### src/rtl/uart_rx_fsm.sv
// Oversampling UART receiver: start, 8 data bits MSB first, even parity, stop.
// Define UART_RX_MAJORITY_EN to take each sample as a 2-of-3 vote around the sample point.
module uart_rx_fsm #(
    parameter int OVERSAMPLE = 16
) (
    input  logic       clk_baud,
    input  logic       rst,
    input  logic       serial_in,
    output logic [7:0] data_out,
    output logic       data_valid,
    output logic       parity_err,
    output logic       frame_err,
    output logic       busy
);

    localparam int HALF = OVERSAMPLE / 2;
    localparam int TW   = $clog2(OVERSAMPLE);
`ifdef UART_RX_MAJORITY_EN
    localparam int VOTE_DLY = 1;
`else
    localparam int VOTE_DLY = 0;
`endif
    localparam logic [TW-1:0] START_TICK = TW'(HALF - 1 + VOTE_DLY);
    localparam logic [TW-1:0] BIT_TICK   = TW'(OVERSAMPLE - 1);

    typedef enum logic [2:0] {
        ST_IDLE   = 3'd0,
        ST_START  = 3'd1,
        ST_DATA   = 3'd2,
        ST_PARITY = 3'd3,
        ST_STOP   = 3'd4
    } state_t;

    function automatic logic maj3(input logic a, input logic b, input logic c);
        return (a & b) | (a & c) | (b & c);
    endfunction

    function automatic logic even_parity(input logic [7:0] d);
        return ^d;
    endfunction

    state_t          state_q;
    logic [TW-1:0]   tick_q;
    logic [2:0]      bit_q;
    logic [7:0]      shift_q;
    logic            par_q;
    logic            sync1_q;
    logic            sync2_q;
    logic            prev_q;
    logic            start_edge_s;
    logic            sample_s;
    logic            bit_end_s;

`ifdef UART_RX_MAJORITY_EN
    logic            prev2_q;

    // Synchronizer plus two history taps so the vote sees S-1, S and S+1
    always_ff @(posedge clk_baud or posedge rst) begin
        if (rst) begin
            sync1_q <= 1'b1;
            sync2_q <= 1'b1;
            prev_q  <= 1'b1;
            prev2_q <= 1'b1;
        end else begin
            sync1_q <= serial_in;
            sync2_q <= sync1_q;
            prev_q  <= sync2_q;
            prev2_q <= prev_q;
        end
    end

    assign sample_s = maj3(prev2_q, prev_q, sync2_q);
`else
    // Two-flop synchronizer plus the edge-detect history flop
    always_ff @(posedge clk_baud or posedge rst) begin
        if (rst) begin
            sync1_q <= 1'b1;
            sync2_q <= 1'b1;
            prev_q  <= 1'b1;
        end else begin
            sync1_q <= serial_in;
            sync2_q <= sync1_q;
            prev_q  <= sync2_q;
        end
    end

    assign sample_s = sync2_q;
`endif

    assign start_edge_s = prev_q & ~sync2_q;
    assign bit_end_s    = (tick_q == BIT_TICK);

    // Frame sequencer; all outputs are registered here
    always_ff @(posedge clk_baud or posedge rst) begin
        if (rst) begin
            state_q    <= ST_IDLE;
            tick_q     <= '0;
            bit_q      <= 3'd0;
            shift_q    <= 8'h00;
            par_q      <= 1'b0;
            data_out   <= 8'h00;
            data_valid <= 1'b0;
            parity_err <= 1'b0;
            frame_err  <= 1'b0;
            busy       <= 1'b0;
        end else begin
            data_valid <= 1'b0;
            case (state_q)
                ST_IDLE: begin
                    if (start_edge_s) begin
                        tick_q  <= '0;
                        busy    <= 1'b1;
                        state_q <= ST_START;
                    end else begin
                        tick_q  <= '0;
                    end
                end
                ST_START: begin
                    if (tick_q == START_TICK) begin
                        tick_q <= '0;
                        if (sample_s) begin
                            busy    <= 1'b0;
                            state_q <= ST_IDLE;
                        end else begin
                            bit_q   <= 3'd0;
                            state_q <= ST_DATA;
                        end
                    end else begin
                        tick_q <= tick_q + TW'(1);
                    end
                end
                ST_DATA: begin
                    if (bit_end_s) begin
                        tick_q  <= '0;
                        shift_q <= {shift_q[6:0], sample_s};
                        bit_q   <= bit_q + 3'd1;
                        if (bit_q == 3'd7) begin
                            state_q <= ST_PARITY;
                        end else begin
                            state_q <= ST_DATA;
                        end
                    end else begin
                        tick_q <= tick_q + TW'(1);
                    end
                end
                ST_PARITY: begin
                    if (bit_end_s) begin
                        tick_q  <= '0;
                        par_q   <= sample_s;
                        state_q <= ST_STOP;
                    end else begin
                        tick_q <= tick_q + TW'(1);
                    end
                end
                ST_STOP: begin
                    // Leave mid-stop-bit so a zero-gap next start edge is still caught
                    if (bit_end_s) begin
                        tick_q     <= '0;
                        data_valid <= 1'b1;
                        data_out   <= shift_q;
                        parity_err <= par_q ^ even_parity(shift_q);
                        frame_err  <= ~sample_s;
                        busy       <= 1'b0;
                        state_q    <= ST_IDLE;
                    end else begin
                        tick_q <= tick_q + TW'(1);
                    end
                end
                default: begin
                    tick_q  <= '0;
                    busy    <= 1'b0;
                    state_q <= ST_IDLE;
                end
            endcase
        end
    end

endmodule

### config.mk
export PLATFORM = sky130hd
export DESIGN_NAME = uart_rx_fsm
export DESIGN_NICKNAME = d
export VERILOG_FILES = /design/src/rtl/uart_rx_fsm.sv
export SDC_FILE = /design/constraint.sdc
export NUM_CORES = 1
export LEC_CHECK = 0
export BUFFER_PORTS_ARGS = -buffer_cell sky130_fd_sc_hd__buf_2
export CAP_MARGIN = 20
export CORE_UTILIZATION = 45
export CTS_BUF_LIST = sky130_fd_sc_hd__clkbuf_2
export CTS_CLUSTER_SIZE = 10
export DETAILED_ROUTE_END_ITERATION = 10
export GPL_ROUTABILITY_DRIVEN = 0
export PLACE_DENSITY_LB_ADDON = 0.1
export SETUP_SLACK_MARGIN = 0.4
export SKIP_CTS_REPAIR_TIMING = 1
export SLEW_MARGIN = 25
export SYNTH_ARGS = -nofsm -noshare
export SYNTH_HDL_FRONTEND = slang
export SYNTH_SLANG_ARGS = --single-unit
### constraint.sdc
create_clock -name clk_baud -period 4.8 [get_ports clk_baud]
set_input_delay 0.96 -clock clk_baud [delete_from_list [all_inputs] [get_ports clk_baud]]
set_output_delay 0.96 -clock clk_baud [all_outputs]
set_load 0.01 [all_outputs]
==> flow_summary.json, run 1 <==
{
  "grt_pass1_vias": 925,
  "clkLatencyLatePin_ps": 390,
  "cts-htree-levels": 2,
  "dr.pass1.iters": 4,
  "rsz0062_at_grt": "no",
  "cts_tree": "yes",
  "drv_cap": 0,
  "worst_path_max_delay_cell": "dfrtp_1",
  "finClkSkew_ps": 27.0,
  "fin_ws_ps": 2880,
  "fmax_mhz": 521,
  "cp-end-kind": "output pin",
  "dieArea_um2": 3780,
  "vias_per_cell": 5.08,
  "ys_seq_elements": 34,
  "track_usage_pct": 15.9,
  "dp_cells": 176,
  "die_y_um": 61.5,
  "path_cells": "buf_2",
  "syn-instance-count": 121,
  "worst_ep_required_time_ps": 3840,
  "syn-num-nets": 127,
  "io_buffers": 14,
  "setup_viol": 0,
  "worstPathMaxFanout": 4,
  "power.density_nw_per_um2": 300,
  "synth_area_per_cell_um2": 13.2,
  "initial_core_util_pct": 47.3,
  "root_buffer": "clkbuf_2",
  "wl_per_cell_um": 13.0,
  "hold_path.class": "reg -> reg",
  "place_ws_ps": 3130,
  "grt_pass1_wl_um": 4170,
  "post-route-period-util_pct": 40.0,
  "drt-total-wl_um": 2390,
  "antenna_cells": 0,
  "drt-initial-drc-count": 35,
  "cp_top_family": "flip-flops",
  "overflow": 0,
  "path_class": "reg -> out",
  "fin_tns_setup_ps": 0,
  "async_reset_ff_share_pct": 100,
  "syn2layout_area_growth_pct": 8.33,
  "worst_slew_pin_slew_ps": 419,
  "r2r_slack_ps": 3130,
  "final_nets": 143,
  "hold_violations": 0,
  "min_period_ps": 1920,
  "slew_viol_final": 0,
  "most-common-layout-cells": "31 x dfrtp_1, 14 x buf_2, 10 x mux2_2",
  "run_status": "finished, final reports clean",
  "antenna_found_initial": 0,
  "layout_commonest_cell": "dfrtp_1",
  "ys.flop_type": "dfrtp_1",
  "synth.distinct_cells": 31,
  "clockBufferDepth": 2,
  "final_cells": 184,
  "rows": 21,
  "relSlewSlack_pct": 72.1,
  "numCtsBuffers": 5,
  "ios": 15,
  "synth-edff-count": 0,
  "grt_start_max_net_pins": 35,
  "routed-via-count": 935,
  "die-width_um": 61.5,
  "cp.buffers_inverters": 1,
  "multi_input_area_um2": 646,
  "syn-cell-area_um2": 1590,
  "max-vdd-ir-drop_v": 0.000193,
  "cts_sinks": 34,
  "ys.warnings.count": 0,
  "drive_gt1_share_pct": 37.0,
  "max_stage_delay_ps": 440,
  "dp_hpwl_um": 1630,
  "cts.clk_slew.worst_paths_ps": 170,
  "register_area_um2": 855,
  "fillCellCount": 329,
  "ant_nets": 0,
  "power_leakage_nw": 0.906,
  "placeableCoreArea_um2": 3360,
  "ys_seq_area_share_pct": 53.7,
  "arrival_ps": 960,
  "cp-start-kind": "flop",
  "drc_errors": 0
}
==> cell families after synthesis <==
group                      synth area share [%]
DFF                                        53.7
and+or+nand+nor                            10.1
muxes                                      13.7
AOI/OAI and AO/OA                          8.02
buffers and inverters                      5.74
xor gates and xnor gates                   6.37
adders and majority gates                  2.36
==> path summary, 6_finish.rpt <==
check | end | from | cells past startpoint
worst min-delay path | sample_s | sync1_q | 0
max in group asynchronous | prev_q | rst | 3
worst max register to register | data_out[4] | state_q[1] | 3
worst min register to register | sample_s | sync1_q | 0
min in group asynchronous | data_out[0] | rst | 3
worst max-delay path | busy | busy | 1
==> synth_stat cells (2+ instances only) <==
master | count | share of area, %
a21oi_1 | 3 | 0.94
a22o_2 | 2 | 1.3
and2_1 | 2 | 0.79
buf_6 | 4 | 2.8
clkbuf_8 | 2 | 1.7
dfrtp_1 | 31 | 49
dfstp_2 | 3 | 5.0
ha_1 | 3 | 2.4
inv_1 | 5 | 1.2
mux2_2 | 10 | 7.1
mux2_4 | 7 | 6.6
nand2_1 | 9 | 2.1
nand3_1 | 2 | 0.63
nand3_2 | 2 | 1.3
nor2_1 | 7 | 1.7
nor3_1 | 2 | 0.63
nor3b_1 | 2 | 0.94
o21ai_0 | 5 | 1.6
xnor2_1 | 5 | 2.8
xor2_1 | 4 | 2.2
==> through the flow <==
stage | utilization (%) | area (um2) | power, mW | hold slack, ps
after floorplan | - | 1590 | 0.329 | 345
after global placement | 49.2 | 1650 | 0.335 | 347
after global routing | 51.3 | 1720 | 0.545 | 379
final | 51.3 | 1720 | 0.517 | 372
after CTS | 51.3 | 1720 | 0.526 | 375
after detailed placement | 49.2 | 1650 | 0.335 | 349
==> layout make-up <==
| class | count | area share (%) |
|---|---|---|
| clock buffer | 5 | 1.45 |
| clock inverter | 3 | 2.61 |
| inverter | 5 | 1.09 |
| multi-input combinational | 76 | 37.4 |
| sequential | 34 | 49.6 |
| tap | 46 | 3.34 |
| timing repair buffer | 15 | 4.50 |
==> metal layers <==
layer	part of all wire [%]	track usage [%]
met5	0	0
met4	2.1	8.25
met3	4.5	6.30
met2	48	25.8
met1	46	18.2
==> power by group <==
part           total (mW)  switching [mW]  internal [mW]  leakage (nW)
Clock               0.187          0.0997         0.0876        0.0352
Sequential          0.301         0.00700          0.294         0.460
Combinational      0.0293          0.0167         0.0126         0.410
==> registers in the layout (all words and copies together), names as in the netlist <==
signal / flops
sample_s: 1
busy: 1
prev_q: 1
tick_q: 4
data_out: 8
par_q: 1
data_valid: 1
parity_err: 1
state_q: 3
shift_q: 8
sync1_q: 1
frame_err: 1
bit_q: 3
Note: power is estimated with default switching activity, not from simulation.
==> inputs of run 2 (changes only) <==
--- a/config.mk
+++ b/config.mk
@@ -5,6 +5,7 @@
 export SDC_FILE = /design/constraint.sdc
 export NUM_CORES = 1
 export LEC_CHECK = 0
+export ABC_AREA = 1
 export BUFFER_PORTS_ARGS = -buffer_cell sky130_fd_sc_hd__buf_2
 export CAP_MARGIN = 20
 export CORE_UTILIZATION = 45
==> constraint.sdc (replaced) <==
create_clock -name clk_baud -period 1.61 [get_ports clk_baud]
set_input_delay 0.322 -clock clk_baud [delete_from_list [all_inputs] [get_ports clk_baud]]
set_output_delay 0.322 -clock clk_baud [all_outputs]
set_load 0.01 [all_outputs]
==> run 2 against run 1 <==
Against the previous run: flip-flop and latch count is the same; critical path depth grew 9; cell count grew 37%; routed wire length grew 16%; sequential share of layout area shrank 4.9 points; highest routed layer unchanged.
==> flow_summary.json, run 2 <==
{
  "async_reset_ff_share_pct": 100,
  "max-vdd-ir-drop_v": 0.000757,
  "drt-initial-drc-count": 53,
  "min_period_ps": 1330,
  "postLayoutCellArea_um2": 1920,
  "wl_per_cell_um": 11.0,
  "setup_viol": 0,
  "syn-cell-area_um2": 1590,
  "die-width_um": 61.4,
  "combPwrFrac_pct": 37.5,
  "relSlewSlack_pct": 71.9,
  "clockBufferDepth": 2,
  "top_regs": "data_out (8), shift_q (8), tick_q (4)",
  "dr.pass1.iters": 4,
  "overflow": 0,
  "use_met3_pct": 8.19,
  "slew_viol_final": 0,
  "rows": 21,
  "path_class": "reg -> reg",
  "initial_core_util_pct": 47.3,
  "track_usage_pct": 17.9,
  "dieArea_um2": 3780,
  "power_leakage_nw": 1.01,
  "yosysMostFrequentCell": "nand2_1",
  "fin_tns_setup_ps": 0,
  "ys.flop_type": "dfrtp_1",
  "busiest_layer": "met2",
  "syn-instance-count": 176,
  "synth.distinct_cells": 24,
  "p_clk_share_pct": 15.9,
  "ys_top_cells_by_count": "57 x nand2_1, 31 x dfrtp_1, 17 x inv_1",
  "met2_usage_pct": 25.8,
  "grt_start_max_net_pins": 35,
  "ios": 15,
  "cp-start-kind": "flop",
  "use_met1_pct": 22.8,
  "run_status": "finished, final reports clean",
  "numCtsBuffers": 5,
  "syn2layout_area_growth_pct": 20.8,
  "synth_area_leaders": "dfrtp_1 49%, nand2_1 13%, o21ai_2 5.5%, dfstp_2 5.0%, inv_1 4.0%",
  "drc_errors": 0,
  "final_core_util_pct": 57.1,
  "die_y_um": 61.4,
  "syn-num-nets": 182,
  "worst_slew_pin_slew_ps": 422,
  "grt_pass1_wl_um": 4660,
  "synth_top_area_share_pct": 48.8,
  "clkLatencyLatePin_ps": 370,
  "vias_per_cell": 4.55,
  "grt_pass1_vias": 1028,
  "drive_gt1_share_pct": 36.9,
  "rsz0062_at_grt": "yes",
  "switching_share_pct": 38.6,
  "synth-edff-count": 0,
  "p_seq_share_pct": 46.6,
  "finClkSkew_ps": 9.80,
  "fmax_mhz": 753,
  "antenna_cells": 0,
  "placeableCoreArea_um2": 3360,
  "drt-total-wl_um": 2760,
  "ant_nets": 0,
  "antenna_found_initial": 0,
  "most-common-layout-cells": "54 x nand2_1, 29 x dfrtp_1, 17 x inv_1",
  "cts.clk_slew.worst_paths_ps": 160,
  "postPlaceCellArea_um2": 1720,
  "worstPathMaxFanout": 3,
  "p_switching_mw": 0.939,
  "cts-htree-levels": 2,
  "routed-via-count": 1147,
  "ys_seq_elements": 34,
  "hold_path.class": "in -> async",
  "synth_area_per_cell_um2": 9.04,
  "hold_violations": 0,
  "yosysTopAreaCell": "dfrtp_1",
  "ys.warnings.count": 0,
  "drv_cap": 0,
  "power.density_nw_per_um2": 1270,
  "final_nets": 211,
  "cts_tree": "yes",
  "cts_sinks": 34,
  "hold_slack_ps": 5.96,
  "ys_seq_area_share_pct": 53.7,
  "io_buffers": 14,
  "worst_ep_required_time_ps": 1890,
  "layout_commonest_cell": "nand2_1",
  "post-route-period-util_pct": 82.5,
  "arrival_ps": 1610,
  "internal_power_mw": 1.50,
  "dp_hpwl_um": 1880,
  "cp-end-kind": "flop",
  "root_buffer": "clkbuf_2"
}
## run 2: cell count changes after synthesis, moves of 3 or more
cell and change:
mux2_2 -10, nand2_1 +48, nand3_1 +8, inv_2 +6
nor2_1 +3, o21ai_0 -3, inv_1 +12, xnor2_1 -5
mux2_4 -7, o21ai_2 +10, o21ai_1 +8
## run 2: worst paths after layout
kind	slack (ps)	end	cells past startpoint	startpoint
min reg2reg	370	sample_s	0	sync1_q
min in group clk_baud	370	sample_s	0	sync1_q
max reg2reg	280	busy	10	tick_q[0]
max	280	busy	10	tick_q[0]
min	6	bit_q[1]	3	rst
max in group asynchronous	1260	sync1_q	3	rst
## run 2: per-layer routing
metal,up-vias,part of all wire (%)
met5,-,0
met4,0,2.0
met3,5,3.6
met2,15,46
met1,520,48
li1,607,-
## run 2: metrics by stage
step	total power, mW	worst slack, ps	instances
finish	2.44	282	252
global route	2.64	191	252
CTS	2.26	194	243
detailed placement	1.86	218	235
global placement	1.85	250	235
floorplan	1.72	279	176
## run 2: worst max-delay path, stage by stage (launching register included)
cell	delay (ps)
dfrtp_1	430
ha_4	160
nand2_4	70
nor2_1	120
nor2_2	70
inv_2	70
nand2_2	60
nor2_2	110
nand2_1	60
nand2_1	50
nand2_1	40
## run 2: layout make-up
cell class,count,area (um2)
fill,339,1440
clock buffer,8,40.0
multi-input combinational,115,706
timing repair buffer,24,154
sequential,34,857
tap,46,57.6
inverter,25,106
## run 2: cells by family (layout without fill, tap and decap cells)
logic type	count (synthesis)	in the layout	synth area share, %
AOI/OAI and AO/OA	23	23	10.1
xor gates and xnor gates	2	2	1.10
adders and majority gates	3	3	2.36
buffers and inverters	27	57	7.63
DFF	34	34	53.7
and+or+nand+nor	87	87	25.1
## run 2: power by group through the flow
stage	clock, mW	combinational (mW)	sequential, mW
3_3_place_gp	0	0.719	1.13
4_1_cts	0.413	0.730	1.12
5_1_grt	0.452	1.04	1.15
3_5_place_dp	0	0.731	1.13
6_report	0.387	0.912	1.14
2_1_floorplan	0	0.610	1.11
